**config.mk**
```make
export PLATFORM = sky130hd
export DESIGN_NAME = cntr_sequencer
export DESIGN_NICKNAME = d
export VERILOG_FILES = /design/src/rtl/cntr_sequencer.sv
export SDC_FILE = /design/constraint.sdc
export NUM_CORES = 1
export LEC_CHECK = 0
export ABC_AREA = 1
export CAP_MARGIN = 20
export CORE_ASPECT_RATIO = 1.25
export CORE_MARGIN = 4
export CORE_UTILIZATION = 41
export CTS_CLUSTER_SIZE = 16
export DETAILED_ROUTE_END_ITERATION = 7
export DONT_BUFFER_PORTS = 1
export GPL_TIMING_DRIVEN = 1
export PLACE_DENSITY = 0.66
export REMOVE_ABC_BUFFERS = 1
export SLEW_MARGIN = 20
export SYNTH_ARGS = -nofsm -noshare
export SYNTH_HDL_FRONTEND = slang
export SYNTH_SLANG_ARGS = --single-unit
```
**constraint.sdc**
```tcl
create_clock -name clk -period 4.75 [get_ports clk]
set_clock_uncertainty 0.05 [all_clocks]
set_input_delay 0.7125 -clock clk [delete_from_list [all_inputs] [get_ports clk]]
set_output_delay 0.7125 -clock clk [all_outputs]
set_load 0.01 [all_outputs]
```
**src/rtl/cntr_sequencer.sv**
```systemverilog
// Run sequencer for a WIDTH-bit counter: loads a clamped start value, counts up to a
// limit or down to zero, and flags terminal count in one-shot or auto-reload modes.
module cntr_sequencer #(
  parameter int WIDTH = 4
) (
  input  logic             clk,
  input  logic             clear,
  input  logic             start,
  input  logic             stop,
  input  logic             hold,
  input  logic             mode_up,
  input  logic             auto_reload,
  input  logic [WIDTH-1:0] load_val,
  input  logic [WIDTH-1:0] limit,
  output logic [WIDTH-1:0] q,
  output logic             busy,
  output logic             tc,
  output logic             done
);

  typedef enum logic [1:0] {
    ST_IDLE  = 2'd0,
    ST_RUN   = 2'd1,
    ST_PAUSE = 2'd2
  } state_t;

  state_t           state_q, state_d;
  logic [WIDTH-1:0] q_q, q_d;
  logic             busy_q, busy_d;
  logic             tc_q, tc_d;
  logic             done_q, done_d;
  logic             mode_up_q, mode_up_d;
  logic             auto_reload_q, auto_reload_d;
  logic [WIDTH-1:0] limit_q, limit_d;
  logic [WIDTH-1:0] reload_q, reload_d;

  logic             terminal;
  logic [WIDTH-1:0] load_clamped;

  // Terminal is judged against the shadowed run settings, never the live inputs.
  assign terminal     = mode_up_q ? (q_q == limit_q) : (q_q == '0);
  assign load_clamped = (load_val > limit) ? limit : load_val;

  always_ff @(posedge clk) begin
    if (!clear) begin
      state_q       <= ST_IDLE;
      q_q           <= '0;
      busy_q        <= 1'b0;
      tc_q          <= 1'b0;
      done_q        <= 1'b0;
      mode_up_q     <= 1'b0;
      auto_reload_q <= 1'b0;
      limit_q       <= '0;
      reload_q      <= '0;
    end else begin
      state_q       <= state_d;
      q_q           <= q_d;
      busy_q        <= busy_d;
      tc_q          <= tc_d;
      done_q        <= done_d;
      mode_up_q     <= mode_up_d;
      auto_reload_q <= auto_reload_d;
      limit_q       <= limit_d;
      reload_q      <= reload_d;
    end
  end

  always_comb begin
    state_d = state_q;
    case (state_q)
      ST_IDLE: begin
        if (start && !stop) state_d = ST_RUN;
      end
      ST_RUN: begin
        if (stop)          state_d = ST_IDLE;
        else if (terminal) state_d = auto_reload_q ? ST_RUN : ST_IDLE;
        else if (hold)     state_d = ST_PAUSE;
      end
      ST_PAUSE: begin
        if (stop)       state_d = ST_IDLE;
        else if (!hold) state_d = ST_RUN;
      end
      default: state_d = ST_IDLE;
    endcase
  end

  always_comb begin
    q_d           = q_q;
    tc_d          = 1'b0;
    done_d        = 1'b0;
    mode_up_d     = mode_up_q;
    auto_reload_d = auto_reload_q;
    limit_d       = limit_q;
    reload_d      = reload_q;
    case (state_q)
      ST_IDLE: begin
        if (start && !stop) begin
          mode_up_d     = mode_up;
          auto_reload_d = auto_reload;
          limit_d       = limit;
          reload_d      = load_clamped;
          q_d           = load_clamped;
        end
      end
      ST_RUN: begin
        if (!stop) begin
          if (terminal) begin
            tc_d = 1'b1;
            if (auto_reload_q) q_d = reload_q;
            else               done_d = 1'b1;
          end else if (!hold) begin
            q_d = mode_up_q ? (q_q + WIDTH'(1)) : (q_q - WIDTH'(1));
          end
        end
      end
      default: ;
    endcase
    busy_d = (state_d != ST_IDLE);
  end

  assign q    = q_q;
  assign busy = busy_q;
  assign tc   = tc_q;
  assign done = done_q;

endmodule

```
After elaboration in Yosys (flattened, before gate mapping)

Cells that the tools add are included.

Register bits after elaboration: 19
Latch bits: 0
Bits in writable memories: 0
Bits in read-only memories: 0
Input bits: 15
Output and inout bits: 7
Logic and storage cells: 51
Memories kept: 0

$add $sub $neg: 2
Multipliers: 0
Div/mod/pow operators: 0
Order comparisons: 1
Equal/unequal tests: 7
Shifts and indexed selects: 0
Mux-type cells: 19
Bitwise operators: 3
Reductions and logical operators: 10

Operators by type and width:

| operator                                                           | number |
|---|---|
| 4-bit two-way mux                                                  | 7 |
| 2-bit two-way mux                                                  | 6 |
| 4-bit case mux with 2 select lines                                 | 1 |
| 3-bit inequality test, second input constant                       | 2 |
| 2-bit case mux with 3 select lines                                 | 1 |
| 5-bit AND reduction                                                | 1 |
| 4-bit by 1-bit adder with 4-bit output, second input constant      | 1 |
| 4-bit == test                                                      | 1 |
| 4-bit > comparator                                                 | 1 |
| 4-bit zero test                                                    | 1 |
| 1-bit two-way mux                                                  | 4 |
| 2-bit inequality test, second input constant                       | 2 |
| 2-bit nonzero test                                                 | 2 |
| 4-bit OR reduction                                                 | 1 |
| 4-bit by 1-bit subtractor with 4-bit output, second input constant | 1 |
| 1-bit inverter                                                     | 3 |
| 3-bit OR reduction                                                 | 1 |
| 2-bit by 1-bit == test with 1-bit output, second input constant    | 1 |
| 2-bit == test, second input constant                               | 1 |
| 2-bit zero test                                                    | 1 |
| 2-bit AND reduction                                                | 1 |
| 1-bit logical AND                                                  | 1 |
| 1-bit zero test                                                    | 1 |

Depth between registers and ports, before layout

Gate-level depths: netlist (run 1).

Depth in word-level cells: 6
Mapped depth: 12
Mapped depth without buffers: 12

Worst setup path after synthesis (run 1)

Ideal clock, no wire load.

Path kind: input -> register
Start: input limit[3]
End: register q_q[1] (netlist: q[1])
Arrival: 1.763 ns
Slack: 2.824 ns
Cell stages on the path: 9
Path buffers: 0
Cell sequence: inv_1 > ha_1 > nand2_1 > o21ai_1 > nand2_1 > o21ai_0 > o21ai_0 > nor2_1 > nor2_1

Word-level cells in the longest chain between the ends: 4

Ends and longest elaborated chain:

| element                            | line | text |
|---|---|---|
| start, declared                    | 14   | `input logic [WIDTH-1:0] limit,` |
| 4-bit > comparator                 | 42   | `assign load_clamped = (load_val > limit) ? limit : load_val;` |
| 4-bit two-way mux                  | 42   |  |
| 4-bit two-way mux                  | 97   | `if (start && !stop) begin` |
| 4-bit case mux with 2 select lines | 95   | `case (state_q)` |
| end signal, assigned               | 57   | `q_q <= q_d;` |
| end, declared                      | 28   | `logic [WIDTH-1:0] q_q, q_d;` |

Every way passes these cells. The select of a mux whose other input is x is not followed.
A chain may end at the register's enable or synchronous reset.

Worst setup path in the final report (run 1)

Start: register state_q[0]
End: register q_q[3] (netlist: q[3])

Word-level cells in the longest chain between the ends: 3
Elaborated cells between the ends (all ways): 9
Classes of those cells: eq/ne: 5; mux: 1; reduce/logical: 3

Ends and longest elaborated chain:

| element                                                                            | line | text |
|---|---|---|
| start, declared                                                                    | 27   | `state_t state_q, state_d;` |
| start signal, assigned                                                             | 56   | `state_q <= state_d;` |
| 2-bit by 1-bit == test with 1-bit output / 2-bit zero test (equally long branches) | 95   |  |
| 3-bit inequality test (no line) (tied with other cells)                            | --   |  |
| 5-bit AND reduction (no line)                                                      | --   |  |

Several ways; a longest one is shown, not always the timed one.

==> metrics, run 1 <==
Yosys cell types 33; GR Layer Usage met2 0.248; Clock Tree Buf Depth 2; CTS tree yes; first-pass GRT wire length 4800 µm; CP peak stage delay 0.56 ns; Rel. slew slack 0.508; n_diodes 0; Die Ht 69.5 µm; Nets 200; # port buffers 0; final setup fails 0; final wirelength 2750 µm; Mapped Avg Cell Area 7.06 µm²; Post-Syn Area 1240 µm²; FF-to-FF path depth 7; Synth area leaders dfxtp_1 (31%), nand2_1 (10%), inv_1 (9.4%), ha_1 (6.0%), o21ai_0 (4.8%); DRC Markers 0; largest net degree at the start of global routing 17; routing usage on met1 0.181; CTS root buf clkbuf_4; Min-Delay Path Depth 1; sequential share of the synthesized area 0.306; post-synth top area share 0.306; dominant cell type by area after synthesis dfxtp_1; Post-synth EDFFs 0; Max Freq 0.492 GHz; DIE AREA 3980 µm²; top cells by count, synth nand2_1 (34), inv_1 (31), dfxtp_1 (19); io pins 22; Final min period 2.03 ns; Mapped Cells 176; Crit path depth 7; postcts setup bufs 0; worst hold path class flip-flop to flip-flop; quantity of hold-fixing buffers added after cts 0; P per Cell Area 307 nW/µm²; outcome finished, final reports clean; RR Startpoint state_q[0]$_SDFF_PN0_; crit-path cells inv_1 > nor2_1 > inv_1 > nand2_1 > nand4_4 > nor2_1 > nor2_2; HPWL after detailed placement 2180 µm; global route total overflow 0; setup ws final 2.72 ns; Tot GR Track Use 0.154; worst reg2reg setup slack 2.72 ns; Initial Util 0.426; Lkg Pwr 0.629 nW; Max H-tree Level 1; maxcap violations 0; core area 2920 µm²; critical hold path startpoint auto_reload_q$_SDFFE_PN0P_; Area Growth Syn to Fin 3.93%; most frequent cell after synthesis nand2_1; average wire per standard cell 12.9 µm; vias per cell 5.07; row count 22; Reg clk slew, reported paths 0.10 ns; total negative slack 0 ns; Least-Margin Pin Slew 0.735 ns; worst-skew pair later-pin latency 0.30 ns; Worst EP arrival 2.19 ns; worst reg2reg endpoint q[3]$_SDFFE_PN0P_; CP required 4.90 ns; TritonRoute pass-1 iters 4; dpl ws 2.50 ns; Worst Setup End Kind flip-flop; share of async-settable or async-resettable flops after synthesis 0; die width 57.2 µm; Top FF cell, synth dfxtp_1; via count 1,079; Final Hold Fails 0; DRT antenna net count 0; synthesis-stage register bit count 19; crit start category flip-flop; Peak VDD IR 155 µV; GP Congestion 0.815; fraction of layout cells with a size suffix above 1 0.0960; RSZ-0062 raised after global routing false; CP max-delay cell nor2_1; initial DRC count 28; WS Path Type flip-flop to flip-flop; initial antenna violation count 0; kind of cell adding the most delay to the critical path simple AND/OR/NAND/NOR gates; crit path max fanout 11; CTS Sinks 19; post-CTS resize count 0; Slew Limit Fails 0; gr busiest metal met2; YS warnings 0; hold worst-path end done$_SDFF_PP0_; Final Cycle Share 0.428; vias in the first global route 1,037; CTS Buf Count 3; Crit path buffers/inverters 2; M3 GR Usage 0.0391
[worst reg2reg max path, delay by kind of cell, from the launching register on]
kind	cells	cell delay (ns)
DFF	1	0.37
buffers and inverters	2	0.39
and+or+nand+nor	5	1.13
[metrics by stage]
| step | hold WS [ns] | utilization | total power [W] | area (µm²) | instances |
|---|---|---|---|---|---|
| after global placement | 0.364 | 0.434 | 0.000312 | 1260 | 209 |
| after floorplan | 0.348 | - | 0.000289 | 1220 | 173 |
| after global routing | 0.418 | 0.443 | 0.000428 | 1290 | 213 |
| after CTS | 0.385 | 0.443 | 0.000399 | 1290 | 213 |
| after detailed placement | 0.368 | 0.434 | 0.000315 | 1260 | 209 |
| final | 0.383 | 0.443 | 0.000396 | 1290 | 213 |
[kinds of logic after synthesis]
kind of cell | after synthesis | synth area share
and+or+nand+nor | 76 | 0.321
buffers and inverters | 37 | 0.121
AOI/OAI and AO/OA | 34 | 0.154
DFF | 19 | 0.306
adders and majority gates | 7 | 0.0765
xor gates and xnor gates | 3 | 0.0212
[per-layer routing]
| layer | part of all wire | vias to the layer above | routed length [µm] |
|---|---|---|---|
| met4 | 0.024 | 0 | 67 |
| met1 | 0.43 | 482 | 1170 |
| met2 | 0.50 | 22 | 1370 |
| met3 | 0.051 | 4 | 140 |
| met5 | 0 | - | 0 |
| li1 | - | 571 | - |
[worst max-delay path by stage]
stage	start	endpoint	slack (ns)
5_1_grt	state_q[0]$_SDFF_PN0_	q[0]$_SDFFE_PN0P_	2.58
3_5_place_dp	limit[3]	q[2]$_SDFFE_PN0P_	2.50
3_3_place_gp	limit[3]	q[2]$_SDFFE_PN0P_	2.53
6_report	state_q[0]$_SDFF_PN0_	q[3]$_SDFFE_PN0P_	2.72
2_1_floorplan	limit[3]	q[1]$_SDFFE_PN0P_	2.80
4_1_cts	state_q[0]$_SDFF_PN0_	q[1]$_SDFFE_PN0P_	2.73
[cell usage in the layout, fill, tap and decap left out]
cell type / netlist / routed
o21ai_0: 12 / 12
clkinv_1: 1 / 1
dfxtp_1: 19 / 19
a31oi_1: 1 / 1
nor2_2: 1 / 1
inv_1: 31 / 31
xor2_1: 2 / 2
nor3_1: 1 / 1
a21oi_1: 10 / 10
o211ai_1: 3 / 3
ha_1: 6 / 6
or2_2: 1 / 1
nor2_4: 2 / 2
a21boi_2: 1 / 1
nand3_1: 10 / 10
o21ai_1: 5 / 5
clkbuf_4: 0 / 3
fa_1: 1 / 1
nand3b_1: 1 / 1
xnor2_1: 1 / 1
o21a_1: 1 / 1
nor2_1: 15 / 15
nand4_2: 2 / 2
nor4_1: 3 / 3
inv_2: 2 / 2
nand2_1: 34 / 34
clkbuf_1: 1 / 1
nand4_1: 2 / 2
nand3_4: 1 / 1
o21ai_2: 1 / 1
nand4_4: 1 / 1
nand2_4: 2 / 2
[power by group]
group / internal, W / switching, W / leakage (nW)
registers: 0.000171 / 0.0000149 / 0.156
logic: 0.0000473 / 0.0000788 / 0.458
clock network: 0.0000327 / 0.0000509 / 0.0150
total: 0.000251 / 0.000145 / 0.629
[cell type report]
type,instances,area [µm²]
flip-flops and latches,19,380
clock buffers,4,26.3
inverters,34,128
multi-input cells,120,712
fillers,315,1630
well taps,36,45.0
[flip-flops by register name (all words and copies together) (netlist names)]
name,flops
q,4
reload_q,4
busy,1
state_q,2
done,1
tc,1
mode_up_q,1
auto_reload_q,1
limit_q,4
No activity file was read; power rests on OpenSTA's default activity.
==> run 2: changes to the inputs <==
clock period = 1.98 ns   (was 4.75 ns; I/O delays follow)
==> run 2 against run 1 <==
  * Cell area increased by 1.3%
  * Register-to-register slack got worse by 2.5 ns
  * Combinational power increased by 140%
  * Maximum frequency increased by 14%
  * Critical path depth increased by 2
  * Largest power group unchanged
==> metrics, run 2 (same netlist as run 1, synthesis figures left out) <==
via count 1,126; FF-to-FF path depth 9; vias in the first global route 1,143; placed cells 211; core area 2920 µm²; RR Startpoint mode_up_q$_SDFFE_PN0P_; DRT antenna net count 0; Worst EP arrival 1.96 ns; Final min period 1.79 ns; Die Ht 69.5 µm; initial antenna violation count 0; HPWL after detailed placement 2180 µm; final core utilization 0.448; CTS Buf Count 3; Max H-tree Level 1; GP Congestion 0.781; Lkg Pwr 0.640 nW; Max Freq 0.559 GHz; DRC Markers 0; row count 22; Final Hold Fails 0; CP required 2.15 ns; P per Cell Area 729 nW/µm²; Seq. cell area 382 µm²; vias per cell 5.24; # port buffers 0; Final Cycle Share 0.904; crit start category flip-flop; TritonRoute pass-1 iters 4; most common cell after layout, fill and taps aside nand2_1; Fillers 324; Peak VDD IR 327 µV; Rel. slew slack 0.753; RSZ-0062 raised after global routing false; Least-Margin Pin Slew 0.371 ns; dpl ws 0.145 ns; Tot GR Track Use 0.155; io pins 22; final setup fails 0; Initial Util 0.426; maxcap violations 0; worst hold path class input pin to flip-flop; largest net degree at the start of global routing 17; Setup crit start mode_up_q$_SDFFE_PN0P_; critical hold path startpoint clear; multi-input logic area 712 µm²; Slew Limit Fails 0; Clock Tree Buf Depth 2; die width 57.2 µm; setup ws final 0.191 ns; fraction of layout cells with a size suffix above 1 0.112; global route total overflow 0; first-pass GRT wire length 4850 µm; worst-skew pair later-pin latency 0.31 ns; CTS tree yes; average wire per standard cell 12.6 µm; Min-Delay Path Depth 2; WS Path Type flip-flop to flip-flop; outcome finished, final reports clean; Area Growth Syn to Fin 5.24%; crit path max fanout 4; initial DRC count 23; Worst Setup End Kind flip-flop; fin cells 215; Nets 202; final wirelength 2700 µm; n_diodes 0; DIE AREA 3980 µm²; Reg clk slew, reported paths 0.11 ns; CTS root buf clkbuf_4; most frequent cells in the layout nand2_1 (34), inv_1 (31), dfxtp_1 (18); total negative slack 0 ns; CTS Sinks 19; final hold slack 0.0491 ns
-- run 2: cell count changes in the layout (fill, tap and decap cells not counted) --
cell     before  now
buf_4         0    2
dfxtp_1      19   18
dfxtp_2       0    1
-- run 2: worst paths after layout --
check / end / slack [ns]
setup reg to reg: q[3]$_SDFFE_PN0P_ / 0.19
hold / removal: q[1]$_SDFFE_PN0P_ / 0.05
hold reg to reg: done$_SDFF_PP0_ / 0.38
setup / recovery: q[3]$_SDFFE_PN0P_ / 0.19
-- run 2: routing by layer --
layer	global-route usage	routed length, µm	vias to the layer above
li1	-	-	573
met1	0.183	1100	498
met2	0.258	1320	47
met3	0.0186	201	8
met4	0.0979	82	0
met5	0	0	-
-- run 2: final cells by class --
type	count	area share
repair buffers	2	0.0115
well taps	36	0.0344
clock buffers	4	0.0201
flip-flops and latches	19	0.292
inverters	34	0.0976
multi-input cells	120	0.544
-- run 2: metrics by stage --
stage               cell area, µm²  total power, W
global route                  1310         0.00103
CTS                           1310        0.000964
finish                        1310        0.000954
global placement              1280        0.000748
floorplan                     1220        0.000694
detailed placement            1280        0.000762
-- run 2: timing repair --
item                       CTS  global route
resized for setup            0             1
hold buffers                 0             0
setup endpoints to repair    0             1
buffers inserted             0             0
hold endpoints to repair     0             0
-- run 2: critical path: stages (launching register included) --
cell	delay [ns]
dfxtp_2	0.38
inv_1	0.10
ha_1	0.34
nand2_1	0.06
o21a_1	0.17
or2_2	0.27
nand3_1	0.08
nand3_1	0.07
nor2_1	0.13
nor2_2	0.05
-- run 2: power by group --
group	internal, W	switching [W]	total [W]	leakage (nW)
clock	0.0000787	0.000123	0.000202	0.0150
sequential	0.000411	0.0000353	0.000446	0.156
combinational	0.000117	0.000188	0.000306	0.468
total	0.000607	0.000347	0.000954	0.640
